<file path="config.mk">
export PLATFORM = sky130hd
export DESIGN_NAME = dmem_access_ctrl
export DESIGN_NICKNAME = d
export VERILOG_FILES = /design/src/rtl/dmem_access_ctrl.sv
export SDC_FILE = /design/constraint.sdc
export NUM_CORES = 1
export LEC_CHECK = 0
export ABC_AREA = 1
export CAP_MARGIN = 25
export CORE_MARGIN = 5
export CORE_UTILIZATION = 38
export DETAILED_ROUTE_END_ITERATION = 8
export PLACE_DENSITY = 0.77
export SETUP_SLACK_MARGIN = 0.5
export SLEW_MARGIN = 20
export SYNTH_ARGS = -nofsm -noshare
export SYNTH_HDL_FRONTEND = slang
export SYNTH_SLANG_ARGS = --single-unit
export TNS_END_PERCENT = 30
</file>
<file path="constraint.sdc">
create_clock -name clk -period 1.3 [get_ports clk]
set_input_delay 0.26 -clock clk [delete_from_list [all_inputs] [get_ports clk]]
set_output_delay 0.26 -clock clk [all_outputs]
set_load 0.01 [all_outputs]
</file>
<file path="src/rtl/dmem_access_ctrl.sv">
// dmem_access_ctrl
// MEM-stage data-memory sequencer. Turns the EX/MEM MemRead/MemWrite strobes
// into a req/ack transaction with a multi-cycle data memory. While the
// transaction is in flight, pipe_stall freezes the upstream pipeline registers.
// When the access finishes, a single load_valid pulse lets the pipeline advance.
//
// state | meaning
// ------+---------------------------------------------------------------
// IDLE  | no access outstanding; a MemRead/MemWrite launches one
// BUSY  | dmem_req asserted, waiting for dmem_ack or for the timeout
// DONE  | access finished; one-cycle release of the pipeline
module dmem_access_ctrl #(
    parameter int DATA_W  = 32,
    parameter int TIMEOUT = 255,
    parameter int TO_W    = 8
) (
    input  logic              clk,
    input  logic              rst_n,
    input  logic              mem_read,
    input  logic              mem_write,
    input  logic [DATA_W-1:0] addr,
    input  logic [DATA_W-1:0] wdata,
    output logic              dmem_req,
    output logic              dmem_we,
    output logic [DATA_W-1:0] dmem_addr,
    output logic [DATA_W-1:0] dmem_wdata,
    input  logic              dmem_ack,
    input  logic [DATA_W-1:0] dmem_rdata,
    output logic              pipe_stall,
    output logic [DATA_W-1:0] load_data,
    output logic              load_valid,
    output logic              timeout_err
);

    typedef enum logic [1:0] {
        IDLE = 2'b00,
        BUSY = 2'b01,
        DONE = 2'b10
    } state_t;

    // The access is abandoned on the last of TIMEOUT BUSY cycles without ack.
    localparam logic [TO_W-1:0] CNT_LAST = TO_W'(TIMEOUT - 1);

    state_t              state_q;
    logic [TO_W-1:0]     cnt_q;
    logic                req_q;
    logic                we_q;
    logic [DATA_W-1:0]   addr_q;
    logic [DATA_W-1:0]   wdata_q;
    logic [DATA_W-1:0]   load_data_q;
    logic                load_valid_q;
    logic                timeout_q;
    logic                access_req;

    assign access_req = mem_read | mem_write;

    // Sequencer state, BUSY-cycle counter and all registered outputs.
    always_ff @(posedge clk or negedge rst_n) begin
        if (!rst_n) begin
            state_q      <= IDLE;
            cnt_q        <= '0;
            req_q        <= 1'b0;
            we_q         <= 1'b0;
            addr_q       <= '0;
            wdata_q      <= '0;
            load_data_q  <= '0;
            load_valid_q <= 1'b0;
            timeout_q    <= 1'b0;
        end else begin
            load_valid_q <= 1'b0;
            case (state_q)
                IDLE: begin
                    if (access_req) begin
                        addr_q  <= addr;
                        wdata_q <= wdata;
                        // A write wins when both strobes are high.
                        we_q    <= mem_write;
                        req_q   <= 1'b1;
                        cnt_q   <= '0;
                        state_q <= BUSY;
                    end
                end
                BUSY: begin
                    // An ack that arrives on the final cycle still completes normally.
                    if (dmem_ack) begin
                        req_q        <= 1'b0;
                        load_valid_q <= 1'b1;
                        if (!we_q) begin
                            load_data_q <= dmem_rdata;
                        end
                        state_q <= DONE;
                    end else if (cnt_q == CNT_LAST) begin
                        req_q        <= 1'b0;
                        timeout_q    <= 1'b1;
                        load_data_q  <= '0;
                        load_valid_q <= 1'b1;
                        state_q      <= DONE;
                    end else begin
                        cnt_q <= cnt_q + TO_W'(1);
                    end
                end
                DONE: begin
                    // EX/MEM still holds the finished instruction, so its strobes are ignored here.
                    cnt_q   <= '0;
                    state_q <= IDLE;
                end
                default: begin
                    req_q   <= 1'b0;
                    cnt_q   <= '0;
                    state_q <= IDLE;
                end
            endcase
        end
    end

    // The stall is raised in the same cycle as the strobe so EX/MEM cannot advance past the access.
    always_comb begin
        pipe_stall = 1'b0;
        case (state_q)
            IDLE:    pipe_stall = access_req;
            BUSY:    pipe_stall = 1'b1;
            default: pipe_stall = 1'b0;
        endcase
    end

    assign dmem_req    = req_q;
    assign dmem_we     = we_q;
    assign dmem_addr   = addr_q;
    assign dmem_wdata  = wdata_q;
    assign load_data   = load_data_q;
    assign load_valid  = load_valid_q;
    assign timeout_err = timeout_q;

endmodule
</file>
# == Word-level counts from Yosys, hierarchy flattened ==
# Index checks and enable logic that the tools add are counted.
# totals
out_inout_bits,101
reg_bits,110
elab_cells,48
in_bits,101
# op_classes
eq_ne,8
muxes,19
bitwise,3
reduce_logical,8
add_sub_neg,1
# ops
operator,n
32-bit 2-to-1 mux,3
8-bit 2-to-1 mux,3
8-bit one-hot mux with 2 select lines,1
3-bit AND reduction,4
8-bit by 1-bit adder with 8-bit output (second input constant),1
8-bit equality test (second input constant),1
2-bit != test (second input constant),4
1-bit 2-to-1 mux,6
2-bit 2-to-1 mux,3
2-bit one-hot mux with 2 select lines,1
2-bit AND reduction,2
3-bit != test (second input constant),1
1-bit one-hot mux with 3 select lines,1
2-bit by 1-bit equality test with 1-bit output (second input constant),1
2-bit equality test (second input constant),1
2-bit zero test,1
1-bit inverter,2
1-bit one-hot mux with 2 select lines,1
2-bit nonzero test,1
1-bit bitwise OR,1

# == Depth between registers and ports, before layout ==
# logic_depth
ltp_word,4
depth_mapped,10
ltp_nobuf,9

# == Least setup slack after synthesis ==
# No wires, ideal clock.
# synth_timing
kind,register to register
from,reg cnt_q[0]
to,reg load_data_q[22] (netlist: load_data[22])
setup_ns,0.117
path_buffers,1
required_time_ns,1.183
synth_period_minus_slack_ns,1.389
path_stages_with_launch,11
t_arrival_ns,1.271
path_slack_ns,-0.089
cell_sequence,dfrtp_1 inv_1 ha_1 nand2_1 nor2_1 nand3_2 nand2_2 nand2_4 buf_6 nand2_1 nand2_1
# synth_via
elab_chain_len,3
# synth_rtl
item,line,text
"start, declared",45,logic [TO_W-1:0] cnt_q;
"start signal, assigned",99,cnt_q <= cnt_q + TO_W'(1);
8-bit equality test,92,end else if (cnt_q == CNT_LAST) begin
2-bit nonzero test (no line),--,
3-bit AND reduction (no line),--,
"end signal, assigned",89,load_data_q <= dmem_rdata;
"end, declared",50,logic [DATA_W-1:0] load_data_q;
# No other way between the ends.
# A chain may end at the register's enable or synchronous reset.

# == Worst setup path after layout ==
# layout_timing
from,reg state_q[1]
to,reg wdata_q[19] (netlist: dmem_wdata[19])
# layout_via
elab_chain_len,2
# layout_rtl
item,line,text
"start, declared",44,state_t state_q;
"start signal, assigned",60,state_q <= IDLE;
"start signal, assigned",80,state_q <= BUSY;
"start signal, assigned",91,state_q <= DONE;
2-bit zero test,71,case (state_q)
2-bit AND reduction (no line),--,
"end signal, assigned",75,wdata_q <= wdata;
"end, declared",49,logic [DATA_W-1:0] wdata_q;
# No other way between the ends.

==> impl_summary.log <==
INFO  metric hold_slack = -0.177 ns
INFO  metric power.leakage = 3.67 nW
INFO  metric timing.critical_path.slowest_stage_cell = sky130_fd_sc_hd__dfrtp_1
INFO  metric place_area = 0.00698 mm2
INFO  metric grt_pass1_wl = 21300 um
INFO  metric final_layout_size_suffix_gt1_frac = 0.472
INFO  metric critPathMaxFanout = 20
INFO  metric wire_per_inst = 17.3 um
INFO  metric cts-root-to-sink-buffers = 2
INFO  metric route.detailed.drc = 0
INFO  metric net_switching_power_of_the_design = 0.00624 W
INFO  metric switching_share_of_power = 0.347
INFO  metric critical_path_buf_inv_count = 2
INFO  metric vias = 3805
INFO  metric max-cap-violations = 0
INFO  metric tightest_slew = 0.367 ns
INFO  metric post_synth_xor_area_fraction = 0
INFO  metric initialDrtViolationCount = 267
INFO  metric cts.clk_slew.worst_paths = 0.07 ns
INFO  metric synth_seq_cells = 110
INFO  metric p_seq_frac = 0.341
INFO  metric internal_power = 0.0117 W
INFO  metric power-per-cell-area = 2380 mW/mm2
INFO  metric die_h = 119 um
INFO  metric gp_congestion = 0.801
INFO  metric globalRoute.totalOverflow = 0
INFO  metric firstDrtPassIters = 4
INFO  metric layout_setup_ws = -0.167 ns
INFO  metric slew_viol_final = 0
INFO  metric finalWirelength = 13500 um
INFO  metric floorplan.rows = 40
INFO  metric grt_max_degree = 46
INFO  metric synth_area_per_cell = 12.3 um2
INFO  metric reg2reg_setup_slack = -0.17 ns
INFO  metric synth_cells = 371
INFO  metric share_of_synthesized_cell_area_in_and_or_nand_and_nor_gates = 0.148
INFO  metric cp_common_cell = sky130_fd_sc_hd__buf_12
INFO  metric fin_nets = 732
INFO  metric pwr-share-clk = 0.152
INFO  metric floorplan.core_area = 0.0119 mm2
INFO  metric crit_path_max_incr_delay = 0.44 ns
INFO  metric fp.dieArea = 0.0143 mm2
INFO  metric timing.rr.start = state_q[1]$_DFFE_PN0P_
INFO  metric ioPinCount = 202
INFO  metric nFillCells = 906
INFO  metric timing.setup.critical_path_class = flip-flop to flip-flop
INFO  metric final.setup.tns = -13.39 ns
INFO  metric final_antenna_net_count = 0
INFO  metric grt_antenna_before_repair = 0
INFO  metric area_growth_syn_to_layout = 65.9%
INFO  metric outcome = complete, but fails checks
INFO  metric pwr-share-comb = 0.507
INFO  metric grt.total_usage = 0.188
INFO  metric crit_family = flip-flops
INFO  metric synth-compound-area-share = 0.0214
INFO  metric cp_data_required_time = 1.53 ns
INFO  metric cp_data_arrival_time = 1.70 ns
INFO  metric antenna_cells_inserted = 0
INFO  metric initial_utilization = 0.384
INFO  metric synth.mux.area_fraction = 0.180
INFO  metric drt-vias-per-instance = 4.87
INFO  metric worstPathCellList = nor2_2, o21ai_4, buf_12, buf_12, mux2_4
INFO  metric cts_root_buf = sky130_fd_sc_hd__clkbuf_16
INFO  metric sequential_cell_area_fraction_in_the_yosys_report = 0.604
INFO  metric post-route-min-period = 1.47 ns
INFO  metric finalInstanceArea = 0.00756 mm2
INFO  metric grt_pass1_vias = 4109
INFO  metric worst_clock_skew = 0.0135 ns
INFO  metric min_path_type = input pin to asynchronous set/reset pin
INFO  metric unrepaired_setup_endpoints_after_global_routing = yes
INFO  metric placement.io_buffers = 201
INFO  metric final-hold-violation-count = 22
INFO  metric setup_viol = 106
INFO  metric numClockSinks = 110
INFO  metric synth.lib_cells_used.distinct = 28
INFO  metric maxSlewHeadroom = 0.755
INFO  metric number_of_buffers_created_by_cts = 9
INFO  metric netlist_top_cells_area = sky130_fd_sc_hd__dfrtp_1 60%, sky130_fd_sc_hd__mux2_2 9.1%, sky130_fd_sc_hd__mux2_4 8.9%
INFO  metric cts_tree = done
INFO  metric cp-end-kind = flip-flop
INFO  metric clk-insertion-delay-late = 0.35 ns
INFO  metric synth_area = 0.00455 mm2
INFO  metric synth.yosys.warnings = 0
INFO  metric worstSetupStartpointType = flip-flop
INFO  metric place.detailed.hpwl = 9300 um
INFO  metric synth_top_cell_by_area = sky130_fd_sc_hd__dfrtp_1
INFO  metric ctsHtreeMaxLevel = 3
INFO  metric vdd_drop_max = 1260 uV
INFO  metric finalCritPeriodShare = 1.13
INFO  metric main_combinational_cell_family_by_area_after_synthesis = multiplexers
INFO  metric synth_adder_area_share = 0.00549
INFO  metric floorplan.die.width = 119 um
INFO  metric fmax = 682 MHz
INFO  metric synthesis.nets = 474
INFO  metric synthDominantCellAreaShare = 0.604
INFO  metric violations_in_the_final_reports = negative hold slack, negative setup slack
INFO  metric source_of_the_critical_timing_path = state_q[1]$_DFFE_PN0P_
flip-flops by register name (all words and copies together) (netlist names):
name         cells
dmem_addr       32
dmem_we          1
dmem_wdata      32
load_valid       1
state_q          2
cnt_q            8
dmem_req         1
load_data       32
timeout_err      1
final timing paths:
check                                             end  cells past startpoint
hold / removal              dmem_wdata[8]$_DFFE_PN0P_                      1
setup reg to reg           dmem_wdata[19]$_DFFE_PN0P_                      5
hold reg to reg             load_data[15]$_DFFE_PN0P_                      2
setup / recovery           dmem_wdata[19]$_DFFE_PN0P_                      5
max in group asynchronous        cnt_q[5]$_DFFE_PN0P_                      2
min in group clk                  dmem_we$_DFFE_PN0P_                      3
cell usage after synthesis (all sizes together):
cell and count:
dfrtp 110, nor3 1, a21oi 1, mux2 64, ha 2, o21bai 2
a31o 1, buf 15, inv 10, nand4 32, o21ai 10, clkbuf 7
a22oi 1, nand2 97, nor2 8, o211ai 1, nand3 9
cell type report:
cell class | count | area [um2] | area share
clock inverter | 6 | 62.6 | 0.00828
inverter | 10 | 37.5 | 0.00497
multi-input combinational | 230 | 1850 | 0.245
timing repair buffer | 268 | 2440 | 0.323
tap | 147 | 184 | 0.0243
sequential | 110 | 2750 | 0.364
clock buffer | 10 | 229 | 0.0303
power by group through the flow:
| stage | registers [W] | clock network [W] | logic, W |
|---|---|---|---|
| 2_1_floorplan | 0.00668 | 0 | 0.00318 |
| 3_3_place_gp | 0.00593 | 0 | 0.00853 |
| 3_5_place_dp | 0.00599 | 0 | 0.00873 |
| 4_1_cts | 0.00601 | 0.00281 | 0.00877 |
| 5_1_grt | 0.00636 | 0.00296 | 0.00972 |
| 6_report | 0.00614 | 0.00274 | 0.00911 |
logic make-up after synthesis:
kind of cell | count (synthesis)
compound gates | 16
fa+ha+maj | 2
buf+inv | 32
flops | 110
mux | 64
simple gates | 147
worst register-to-register path: cells and delay by family, from the launching register on:
family	cells	cell delay, ns
compound gates	1	0.09
buf+inv	2	0.32
mux	1	0.31
flops	1	0.44
simple gates	1	0.20
per-layer routing:
metal  GRT usage  up-vias  share of wire
met5           0        -              0
met4      0.0838        0          0.029
met3      0.0570       28          0.078
met2       0.332      161           0.52
met1       0.209     1834           0.37
li1            -     1782              -
placed cells by master, fill, tap and decap left out, types with 2 or more instances in the layout:
master,count
sky130_fd_sc_hd__nor2_4,3
sky130_fd_sc_hd__nand4_1,32
sky130_fd_sc_hd__nor2_2,2
sky130_fd_sc_hd__o21ai_2,2
sky130_fd_sc_hd__dlygate4sd2_1,2
sky130_fd_sc_hd__clkinv_4,2
sky130_fd_sc_hd__clkdlybuf4s50_1,97
sky130_fd_sc_hd__o21ai_1,6
sky130_fd_sc_hd__buf_16,2
sky130_fd_sc_hd__buf_2,57
sky130_fd_sc_hd__buf_6,50
sky130_fd_sc_hd__nand3_2,2
sky130_fd_sc_hd__nand2_4,10
sky130_fd_sc_hd__clkbuf_16,9
sky130_fd_sc_hd__buf_12,7
sky130_fd_sc_hd__clkdlybuf4s15_1,3
sky130_fd_sc_hd__mux2_4,27
sky130_fd_sc_hd__nand2_2,26
sky130_fd_sc_hd__o21bai_1,2
sky130_fd_sc_hd__inv_1,8
sky130_fd_sc_hd__nand3_4,3
sky130_fd_sc_hd__inv_2,2
sky130_fd_sc_hd__clkinv_2,3
sky130_fd_sc_hd__nand3_1,5
sky130_fd_sc_hd__buf_4,50
sky130_fd_sc_hd__nor2_1,3
sky130_fd_sc_hd__nand2_1,60
sky130_fd_sc_hd__dfrtp_1,110
sky130_fd_sc_hd__mux2_2,37
through the flow:
step	setup WS [ns]	std cells	hold WS, ns	utilization	power [W]
floorplan	-0.0548	371	-0.0356	-	0.00986
global placement	-0.542	734	0.189	0.588	0.0145
detailed placement	-0.534	734	0.200	0.588	0.0147
CTS	-0.144	781	-0.183	0.623	0.0176
global route	-0.224	781	-0.169	0.637	0.0190
finish	-0.167	781	-0.177	0.637	0.0180
repair_timing:
item / in CTS / in global routing
gates cloned: 3 / 0
setup buffers: 28 / 0
endpoints found under the hold margin: 22 / 22
gates resized for setup: 452 / 70
pin swaps: 6 / 8
endpoints found under the setup margin: 211 / 211
(Power assumes the default switching activity.)
